## config.mk

```make
export PLATFORM = sky130hd
export DESIGN_NAME = enc_quad_ctrl
export DESIGN_NICKNAME = d
export VERILOG_FILES = /design/src/rtl/enc_quad_ctrl.sv
export SDC_FILE = /design/constraint.sdc
export NUM_CORES = 1
export LEC_CHECK = 0
export ABC_AREA = 1
export CORE_MARGIN = 2
export CORE_UTILIZATION = 52
export CTS_CLUSTER_DIAMETER = 30
export DETAILED_ROUTE_END_ITERATION = 8
export PLACE_DENSITY_LB_ADDON = 0.1
export SETUP_SLACK_MARGIN = 0.4
export SLEW_MARGIN = 25
export SYNTH_ARGS = -nofsm -noshare
export SYNTH_HDL_FRONTEND = slang
export SYNTH_SLANG_ARGS = --single-unit
```

## constraint.sdc

```tcl
create_clock -name sysclk -period 3.31 [get_ports sysclk]
set_input_delay 0.4965 -clock sysclk [delete_from_list [all_inputs] [get_ports sysclk]]
set_output_delay 0.4965 -clock sysclk [all_outputs]
set_load 0.01 [all_outputs]
```

## src/rtl/enc_quad_ctrl.sv

```systemverilog
// enc_quad_ctrl: multi-channel x4 quadrature decoder with debounced A/B/I
// inputs, per-channel preload, index latching and a snapshot-all capture.
//
// Ports:
//   sysclk, rstn            clock, asynchronous active-low reset
//   enc_a/enc_b/enc_i       raw encoder lines, bit k = channel k
//   reg_raddr_chan          channel selected onto the read buses
//   reg_waddr/wdata/wen     register write port (offset 4 preload, 5 mode)
//   snap_req / snap_done    capture all counts / completion pulse
//   reg_quad_data           {ovf, I, B, A, count}
//   reg_index_data          {index_cnt, index-latched count}
//   reg_snap_data           snapshot count
//   reg_status              {err_cnt, mode, idx_dir, last_dir, 24'd0}
//   enc_data                live counts, channel k at [k*CNT_W +: CNT_W]
module enc_quad_ctrl #(
  parameter int NUM_ENC = 4,
  parameter int CNT_W   = 24,
  parameter int DEB_CYC = 4
) (
  input  logic                     sysclk,
  input  logic                     rstn,
  input  logic [NUM_ENC-1:0]       enc_a,
  input  logic [NUM_ENC-1:0]       enc_b,
  input  logic [NUM_ENC-1:0]       enc_i,
  input  logic [3:0]               reg_raddr_chan,
  input  logic [15:0]              reg_waddr,
  input  logic [31:0]              reg_wdata,
  input  logic                     reg_wen,
  input  logic                     snap_req,
  output logic                     snap_done,
  output logic [31:0]              reg_quad_data,
  output logic [31:0]              reg_index_data,
  output logic [31:0]              reg_snap_data,
  output logic [31:0]              reg_status,
  output logic [NUM_ENC*CNT_W-1:0] enc_data
);

  localparam int NL     = 3 * NUM_ENC;
  // Decoding stays off until the filters have had time to pick up the
  // levels present at reset release, so static lines never look like steps.
  localparam int SETTLE = DEB_CYC + 3;
  localparam logic [CNT_W-1:0] CNT_RST = {1'b1, {(CNT_W-1){1'b0}}};

  logic [NL-1:0] raw_lines;
  assign raw_lines = {enc_i, enc_b, enc_a};

  logic [NL-1:0] sync1_q, sync2_q, filt_q, filt_d;
  logic [3:0]    deb_q [NL];
  logic [3:0]    deb_d [NL];
  logic [4:0]    settle_q, settle_d;

  logic [NUM_ENC-1:0] a_prev_q, a_prev_d, b_prev_q, b_prev_d, i_prev_q, i_prev_d;
  logic [NUM_ENC-1:0] pend_q, pend_d, ovf_q, ovf_d;
  logic [NUM_ENC-1:0] idx_dir_q, idx_dir_d, last_dir_q, last_dir_d;
  logic [CNT_W-1:0]   cnt_q  [NUM_ENC];
  logic [CNT_W-1:0]   cnt_d  [NUM_ENC];
  logic [CNT_W-1:0]   pre_q  [NUM_ENC];
  logic [CNT_W-1:0]   pre_d  [NUM_ENC];
  logic [CNT_W-1:0]   idat_q [NUM_ENC];
  logic [CNT_W-1:0]   idat_d [NUM_ENC];
  logic [CNT_W-1:0]   snap_q [NUM_ENC];
  logic [CNT_W-1:0]   snap_d [NUM_ENC];
  logic [3:0]         err_q  [NUM_ENC];
  logic [3:0]         err_d  [NUM_ENC];
  logic [3:0]         icnt_q [NUM_ENC];
  logic [3:0]         icnt_d [NUM_ENC];
  logic [1:0]         mode_q [NUM_ENC];
  logic [1:0]         mode_d [NUM_ENC];
  logic               snap_done_q, snap_done_d;

  // Debounce: flip the filtered level on the DEB_CYC-th consecutive
  // differing sample.
  always_comb begin
    filt_d = filt_q;
    for (int unsigned i = 0; i < NL; i++) begin
      if (sync2_q[i] == filt_q[i]) begin
        deb_d[i] = '0;
      end else if (deb_q[i] == 4'(DEB_CYC - 1)) begin
        filt_d[i] = sync2_q[i];
        deb_d[i]  = '0;
      end else begin
        deb_d[i] = deb_q[i] + 4'd1;
      end
    end
    settle_d = (settle_q == 5'(SETTLE)) ? settle_q : settle_q + 5'd1;
  end

  logic wr_ok;
  assign wr_ok = reg_wen && (reg_waddr[15:12] == 4'h0);

  always_comb begin
    logic fa, fb, fi, a_chg, b_chg, legal, illegal, up, idx_ev, wsel, settled;
    settled     = (settle_q == 5'(SETTLE));
    snap_done_d = snap_req;
    a_prev_d    = filt_q[NUM_ENC-1:0];
    b_prev_d    = filt_q[2*NUM_ENC-1:NUM_ENC];
    i_prev_d    = filt_q[3*NUM_ENC-1:2*NUM_ENC];
    pend_d      = '0;
    ovf_d       = ovf_q;
    idx_dir_d   = idx_dir_q;
    last_dir_d  = last_dir_q;
    for (int unsigned k = 0; k < NUM_ENC; k++) begin
      cnt_d[k]  = cnt_q[k];
      pre_d[k]  = pre_q[k];
      idat_d[k] = idat_q[k];
      snap_d[k] = snap_req ? cnt_q[k] : snap_q[k];
      err_d[k]  = err_q[k];
      icnt_d[k] = icnt_q[k];
      mode_d[k] = mode_q[k];

      fa      = filt_q[k];
      fb      = filt_q[NUM_ENC + k];
      fi      = filt_q[2*NUM_ENC + k];
      a_chg   = fa ^ a_prev_q[k];
      b_chg   = fb ^ b_prev_q[k];
      legal   = settled & (a_chg ^ b_chg);
      illegal = settled & a_chg & b_chg;
      // A leads B: after an A edge A differs from B, after a B edge they match.
      up      = a_chg ? (fa ^ fb) : ~(fa ^ fb);
      idx_ev  = settled & fi & ~i_prev_q[k] & (mode_q[k] != 2'd0);
      wsel    = wr_ok && (reg_waddr[7:4] == 4'(k));

      if (wsel && reg_waddr[3:0] == 4'h4) begin
        pre_d[k]  = reg_wdata[CNT_W-1:0];
        pend_d[k] = 1'b1;
      end
      if (wsel && reg_waddr[3:0] == 4'h5) mode_d[k] = reg_wdata[1:0];

      if (idx_ev) begin
        idat_d[k]    = cnt_q[k];
        idx_dir_d[k] = last_dir_q[k];
        icnt_d[k]    = icnt_q[k] + 4'd1;
      end
      if (legal) last_dir_d[k] = up;

      // Count priority: pending preload, then index zero, then step.
      if (pend_q[k]) begin
        cnt_d[k] = pre_q[k];
        ovf_d[k] = 1'b0;
        err_d[k] = '0;
      end else begin
        if (illegal && err_q[k] != 4'hF) err_d[k] = err_q[k] + 4'd1;
        if (idx_ev && mode_q[k] == 2'd2) begin
          cnt_d[k] = '0;
        end else if (legal) begin
          if (up) begin
            cnt_d[k] = cnt_q[k] + CNT_W'(1);
            if (cnt_q[k] == '1) ovf_d[k] = 1'b1;
          end else begin
            cnt_d[k] = cnt_q[k] - CNT_W'(1);
            if (cnt_q[k] == '0) ovf_d[k] = 1'b1;
          end
        end
      end
    end
  end

  always_ff @(posedge sysclk or negedge rstn) begin
    if (!rstn) begin
      sync1_q     <= '0;
      sync2_q     <= '0;
      filt_q      <= '0;
      settle_q    <= '0;
      a_prev_q    <= '0;
      b_prev_q    <= '0;
      i_prev_q    <= '0;
      pend_q      <= '0;
      ovf_q       <= '0;
      idx_dir_q   <= '0;
      last_dir_q  <= '0;
      snap_done_q <= 1'b0;
      for (int unsigned i = 0; i < NL; i++) deb_q[i] <= '0;
      for (int unsigned k = 0; k < NUM_ENC; k++) begin
        cnt_q[k]  <= CNT_RST;
        pre_q[k]  <= CNT_RST;
        idat_q[k] <= '0;
        snap_q[k] <= '0;
        err_q[k]  <= '0;
        icnt_q[k] <= '0;
        mode_q[k] <= '0;
      end
    end else begin
      sync1_q     <= raw_lines;
      sync2_q     <= sync1_q;
      filt_q      <= filt_d;
      settle_q    <= settle_d;
      a_prev_q    <= a_prev_d;
      b_prev_q    <= b_prev_d;
      i_prev_q    <= i_prev_d;
      pend_q      <= pend_d;
      ovf_q       <= ovf_d;
      idx_dir_q   <= idx_dir_d;
      last_dir_q  <= last_dir_d;
      snap_done_q <= snap_done_d;
      for (int unsigned i = 0; i < NL; i++) deb_q[i] <= deb_d[i];
      for (int unsigned k = 0; k < NUM_ENC; k++) begin
        cnt_q[k]  <= cnt_d[k];
        pre_q[k]  <= pre_d[k];
        idat_q[k] <= idat_d[k];
        snap_q[k] <= snap_d[k];
        err_q[k]  <= err_d[k];
        icnt_q[k] <= icnt_d[k];
        mode_q[k] <= mode_d[k];
      end
    end
  end

  assign snap_done = snap_done_q;

  always_comb begin
    reg_quad_data  = '0;
    reg_index_data = '0;
    reg_snap_data  = '0;
    reg_status     = '0;
    enc_data       = '0;
    for (int unsigned k = 0; k < NUM_ENC; k++) begin
      enc_data[k*CNT_W +: CNT_W] = cnt_q[k];
      if (reg_raddr_chan == 4'(k)) begin
        reg_quad_data  = {ovf_q[k], filt_q[2*NUM_ENC + k], filt_q[NUM_ENC + k],
                          filt_q[k], 28'(cnt_q[k])};
        reg_index_data = {icnt_q[k], 28'(idat_q[k])};
        reg_snap_data  = 32'(snap_q[k]);
        reg_status     = {err_q[k], mode_q[k], idx_dir_q[k], last_dir_q[k], 24'd0};
      end
    end
  end

endmodule
```

# Word level (Yosys, flattened, before mapping)

Cells that the tools add are included.

Flip-flop bits (word level): 542
Input port bits: 68
Output and inout bits: 225
Logic and storage cells: 374

$add $sub $neg: 29
Equal/unequal tests: 53
Multiplexer cells: 96
Bitwise operators: 60
Reduce and logical (&&, ||, !) cells: 64

Operator list:

| kind                                                | number |
|---|---|
| two-way mux 32 bit                                  | 15 |
| two-way mux 24 bit                                  | 17 |
| two-way mux 4 bit                                   | 32 |
| adder 24 x 1 -> 24 bit (second input constant)      | 4 |
| == test 24 bit (second input constant)              | 4 |
| logical NOT 24 bit                                  | 4 |
| subtractor 24 x 1 -> 24 bit (second input constant) | 4 |
| adder 4 x 1 -> 4 bit (second input constant)        | 20 |
| == test 4 x 2 -> 1 bit (second input constant)      | 16 |
| two-way mux 1 bit                                   | 32 |
| AND 1 bit                                           | 24 |
| AND reduction 2 bit                                 | 12 |
| nonzero test 2 bit                                  | 12 |
| nonzero test 3 bit                                  | 8 |
| logical AND 1 bit                                   | 21 |
| inverter 1 bit                                      | 20 |
| != test 4 bit (second input constant)               | 4 |
| AND reduction 4 bit                                 | 4 |
| XOR 1 bit                                           | 16 |
| == test 1 bit                                       | 12 |
| logical NOT 4 bit                                   | 3 |
| != test 3 x 2 -> 1 bit (second input constant)      | 4 |
| == test 2 bit (second input constant)               | 4 |
| == test 4 x 1 -> 1 bit (second input constant)      | 2 |
| other kinds (4)                                     | 8 |

# Depth between registers and ports, before layout

Depth after elaboration: 7
Gate-level depth with buffers: 22
Mapped depth without buffers: 21

# Worst setup path after synthesis

Ideal clock, no wire load.

Kind: flip-flop to flip-flop
Start point: register filt_q[3]
End point: register cnt_q, in the netlist enc_data[86]
Setup time: 0.077 ns
Arrival time: 2.247 ns
Data required time: 3.233 ns
Slack: 0.985 ns
Cell stages (with the launch flop): 23
Path buffers: 2
Period minus slack after synthesis: 2.325 ns
Cells stage by stage: dfrtp_1 -> inv_2 -> nand2_1 -> nand2_2 -> nand2_1 -> nand2_2 -> buf_4 -> buf_2 -> nand2_1 -> nand2_1 -> inv_1 -> ha_1 -> inv_1 -> nand2_1 -> nand2_1 -> nor2_1 -> nand2_1 -> nand2_1 -> nand2_1 -> nand2_1 -> a21oi_1 -> o21ai_0 -> a21oi_1

Cells in the longest elaborated chain, start to end: 7
Elaborated cells on any way between the ends: 11
Classes of those cells: mux (5); bitwise (5); reduce/logical (1)

RTL lines:

| what                          | RTL line | text |
|---|---|---|
| start, declared               | 47       | `logic [NL-1:0] sync1_q, sync2_q, filt_q, filt_d;` |
| start signal, assigned        | 185      | `filt_q <= filt_d;` |
| XOR 1 bit                     | 119      | `up = a_chg ? (fa ^ fb) : ~(fa ^ fb);` |
| inverter 1 bit                | 119      |  |
| two-way mux 1 bit             | 119      |  |
| two-way mux 24 bit            | 146      | `if (up) begin` |
| two-way mux 24 bit            | 145      | `end else if (legal) begin` |
| two-way mux 24 bit            | 143      | `if (idx_ev && mode_q[k] == 2'd2) begin` |
| two-way mux 24 bit            | 137      | `if (pend_q[k]) begin` |
| end signal, assigned by index | 197      | `cnt_q[k] <= cnt_d[k];` |
| end, declared                 | 55       | `logic [CNT_W-1:0] cnt_q [NUM_ENC];` |

Parallel ways exist; a longest one is shown, timed or not. The select of a mux whose other input is x is not followed.
A chain may end at the register's enable or synchronous reset.

# Worst setup path after layout

Start point: input reg_raddr_chan[3]
End point: output reg_quad_data[0]

Cells in the longest elaborated chain, start to end: 5
Elaborated cells on any way between the ends: 8
Classes of those cells: eq/ne (3); mux (4); reduce/logical (1)

RTL lines:

| what                             | RTL line | text |
|---|---|---|
| start, declared                  | 25       | `input logic [3:0] reg_raddr_chan,` |
| logical NOT 4 bit                | 218      | `if (reg_raddr_chan == 4'(k)) begin` |
| two-way mux 32 bit (3 in series) | 218      |  |
| two-way mux 32 bit *             | 218      |  |
| end, declared                    | 31       | `output logic [31:0] reg_quad_data,` |

Every way passes the cells marked *; elsewhere a longest branch is shown, timed or not.

==> results.ini <==
[routing]
detail_route.iter0.violations=4434
drc_errors=0
ant_nets=0
dr.pass1.iters=9
wl_per_cell_um=23.10
via_per_inst=5.871
totalWireLength_um=127000
num_vias=32300

[synth]
synth_edf_count=0
netlist_area_um2=31410
synth_ff_type=dfrtp_1
synth-seq-cells=542
netlist_instances=4326
synth_warnings=0
synth.distinct_cells=46
syn_area_per_cell_um2=7.262
synthArstFlopShare_pct=100.0
ys_seq_area_share_pct=43.21

[cts]
clock-root-buffer=clkbuf_16
clockBufferDepth=3
clock-sinks=542
cts_inserted_buffers=108
cts_max_level=3
clkTransAtPathRegs_ns=0.05
clkLatencyLatePin_ns=0.68
cts_tree=yes

[floorplan]
start_util_pct=52.34
dieArea_um2=62390
fp.dieW_um=249.8
die_y_um=249.8
placementRows=90
ioPinCount=293
core_area_um2=60020

[sta]
layout_min_cycle_time_ns=3.061
setup_viol=0
fmax_ghz=0.3267
max_slew.worst_pin.slew_ns=0.8652
finalCritPeriodShare_pct=92.49
fin_hold_ws_ns=0.2570
fin_skew_ns=0.02846
hold_viol_final=0
rsz0062_at_grt=yes
slew_viol_final=0
relSlewSlack_pct=41.57

[global_route]
grt_start_max_net_pins=84
grt_pass1_vias=30160
grt_pass1_wl_um=187000
antenna_found_initial=14
grt_use_total_pct=39.85
grt-ovfl-total=0

[critical_path]
cp_top_family=buffers and inverters
crit_type=input pin to output port
cp-end-kind=output port
crit_buf_inv=5
critical_path.cell_chain=clkdlybuf4s50_1, nor2_4, buf_4, nand3_4, buf_12, nor2_1, nor2_1, o21ai_0, buf_4, clkdlybuf4s50_1
cp_data_arrival_time_ns=2.56
crit_path_top_delay_cell=clkdlybuf4s50_1
startpoint_type=input pin
critical_path.max_fanout=30
critPathMaxStageDelay_ns=0.53
cp.required_ns=2.81

[placed_design]
hpwl_um=91790
place_congestion=1.013
portBuffers=240
place_area_um2=34920

[job]
drv_cap=0

[final_layout]
mostFrequentLayoutCell=nand2_1
nNetsFinal=4714
stdcell_area_um2=39410
drive_above_1_share_pct=11.71
final_cell_mix=1,151 x nand2_1, 516 x dfrtp_1, 478 x inv_1, 463 x nor2_1, 381 x o21ai_0
fill_cells=5316
synthToLayoutAreaGrowth_pct=25.47

[power_and_ir_drop]
peakVddDrop_mv=0.9663
power_density_nw_per_um2=1294
p_leak_nw=19.65

[run_status]
status=finished, final reports clean

[worst_hold_path]
min-delay-path-class=input pin to flip-flop

cell usage after synthesis, types with 27 or more instances:
cell       instances  share of area, %
o22ai_1           61               1.2
nand2_1         1153                14
ha_1              29               1.2
o2111ai_1         27              0.75
nor3_1            27              0.43
inv_1            484               5.8
a22oi_1           53               1.3
o41ai_1           37               1.0
o21ai_0          398               6.3
clkbuf_1         141               1.7
nand3_1          242               3.9
nor2_1           464               5.5
xor2_1            37               1.0
a21oi_1          176               2.8
nand4_1          136               2.7
nand2_2           43              0.86
xnor2_1           34              0.95
dfrtp_1          534                43
buf_2             29              0.46
nor2_2            30              0.60
buf_4             47               1.1
cells by family (layout without fill, tap and decap cells):
family          after synthesis  count (layout)  share of synthesized area, %
other cells                   1              46                       0.01194
buf+inv                     738            1086                         9.953
xor+xnor                     71              71                         1.980
fa+ha+maj                    29              29                         1.155
simple gates               2135            2135                         28.96
compound gates              810             810                         14.74
flops                       542             542                         43.21
area by class of cell:
class | instances | area, µm² | share of cell area [%]
antenna | 6 | 15.01 | 0.03809
clock inverter | 70 | 1002 | 2.543
clock buffer | 136 | 2929 | 7.432
inverter | 494 | 1872 | 4.749
timing repair buffer | 385 | 3715 | 9.425
multi-input combinational | 3085 | 15300 | 38.81
tap | 782 | 978.4 | 2.482
timing repair inverter | 1 | 7.507 | 0.01905
sequential | 542 | 13600 | 34.50
worst register-to-register path, cell delays in order, from the launching register on:
cell        delay [ns]
dfrtp_1           0.38
ha_1              0.18
nand2_1           0.10
nor3_2            0.27
buf_4             0.24
nand2_2           0.07
inv_1             0.31
nand3_1           0.14
nand2_2           0.27
clkinvlp_4        0.40
nand3_1           0.29
a21oi_1           0.09
sequential cells by signal, summed over array words and instances, names as in the netlist, 5 cells and up:
| register | count |
|---|---|
| enc_data | 96 |
| idat_q | 96 |
| pre_q | 96 |
| snap_q | 96 |
| deb_q | 48 |
| err_q | 16 |
| icnt_q | 16 |
| filt_q | 12 |
| sync1_q | 12 |
| sync2_q | 12 |
| mode_q | 8 |
| settle_q | 5 |
power by group:
part | total, W | leakage [nW] | internal (W) | switching [W]
Clock | 0.0117 | 1.90 | 0.00780 | 0.00388
Combinational | 0.0290 | 11.0 | 0.00930 | 0.0197
Sequential | 0.0103 | 6.78 | 0.00840 | 0.00192
Total | 0.0510 | 19.7 | 0.0255 | 0.0255
per-layer routing:
metal / track usage [%] / routed length (µm) / part of all wire [%]
met4: 20.53 / 7366 / 5.8
met3: 10.24 / 15040 / 12
met1: 53.44 / 49650 / 39
met2: 59.66 / 54870 / 43
met5: 0 / 120 / 0.094
through the flow:
step           std cells  setup slack (ns)  total power (W)  setup TNS, ns  util (%)
2_1_floorplan       4365            0.9851          0.02882              0         -
3_3_place_gp        5275          -0.06786          0.03787        -0.2487     58.18
3_5_place_dp        5275          -0.08550          0.03809        -0.2904     58.18
4_1_cts             5483            0.1163          0.04992              0     65.13
5_1_grt             5498            0.1930          0.05416              0     65.66
6_report            5501            0.2487          0.05098              0     65.67
what timing repair did:
action	CTS	global route
setup buffers	1	8
hold endpoints to repair	57	0
gates resized for setup	134	110
pin swaps	1	2
setup endpoints to repair	130	155
hold buffers	1	0
gates cloned	0	4
worst paths after layout:
check | slack, ns | from | cells after the start | to
worst max-delay path | 0.25 | reg_raddr_chan[3] | 10 | reg_quad_data[0]
worst min-delay path | 0.26 | enc_i[1] | 1 | sync1_q[9]$_DFF_PN0_
worst max register to register | 0.45 | settle_q[0]$_DFFE_PN0P_ | 11 | enc_data[36]$_DFFE_PN0P_
worst min register to register | 0.34 | sync1_q[10]$_DFF_PN0_ | 0 | sync2_q[10]$_DFF_PN0_
max in group asynchronous | 1.93 | rstn | 3 | enc_data[78]$_DFFE_PN0P_
min in group asynchronous | 0.45 | rstn | 2 | enc_data[20]$_DFFE_PN0P_
Power figures use the tool's default switching activity.
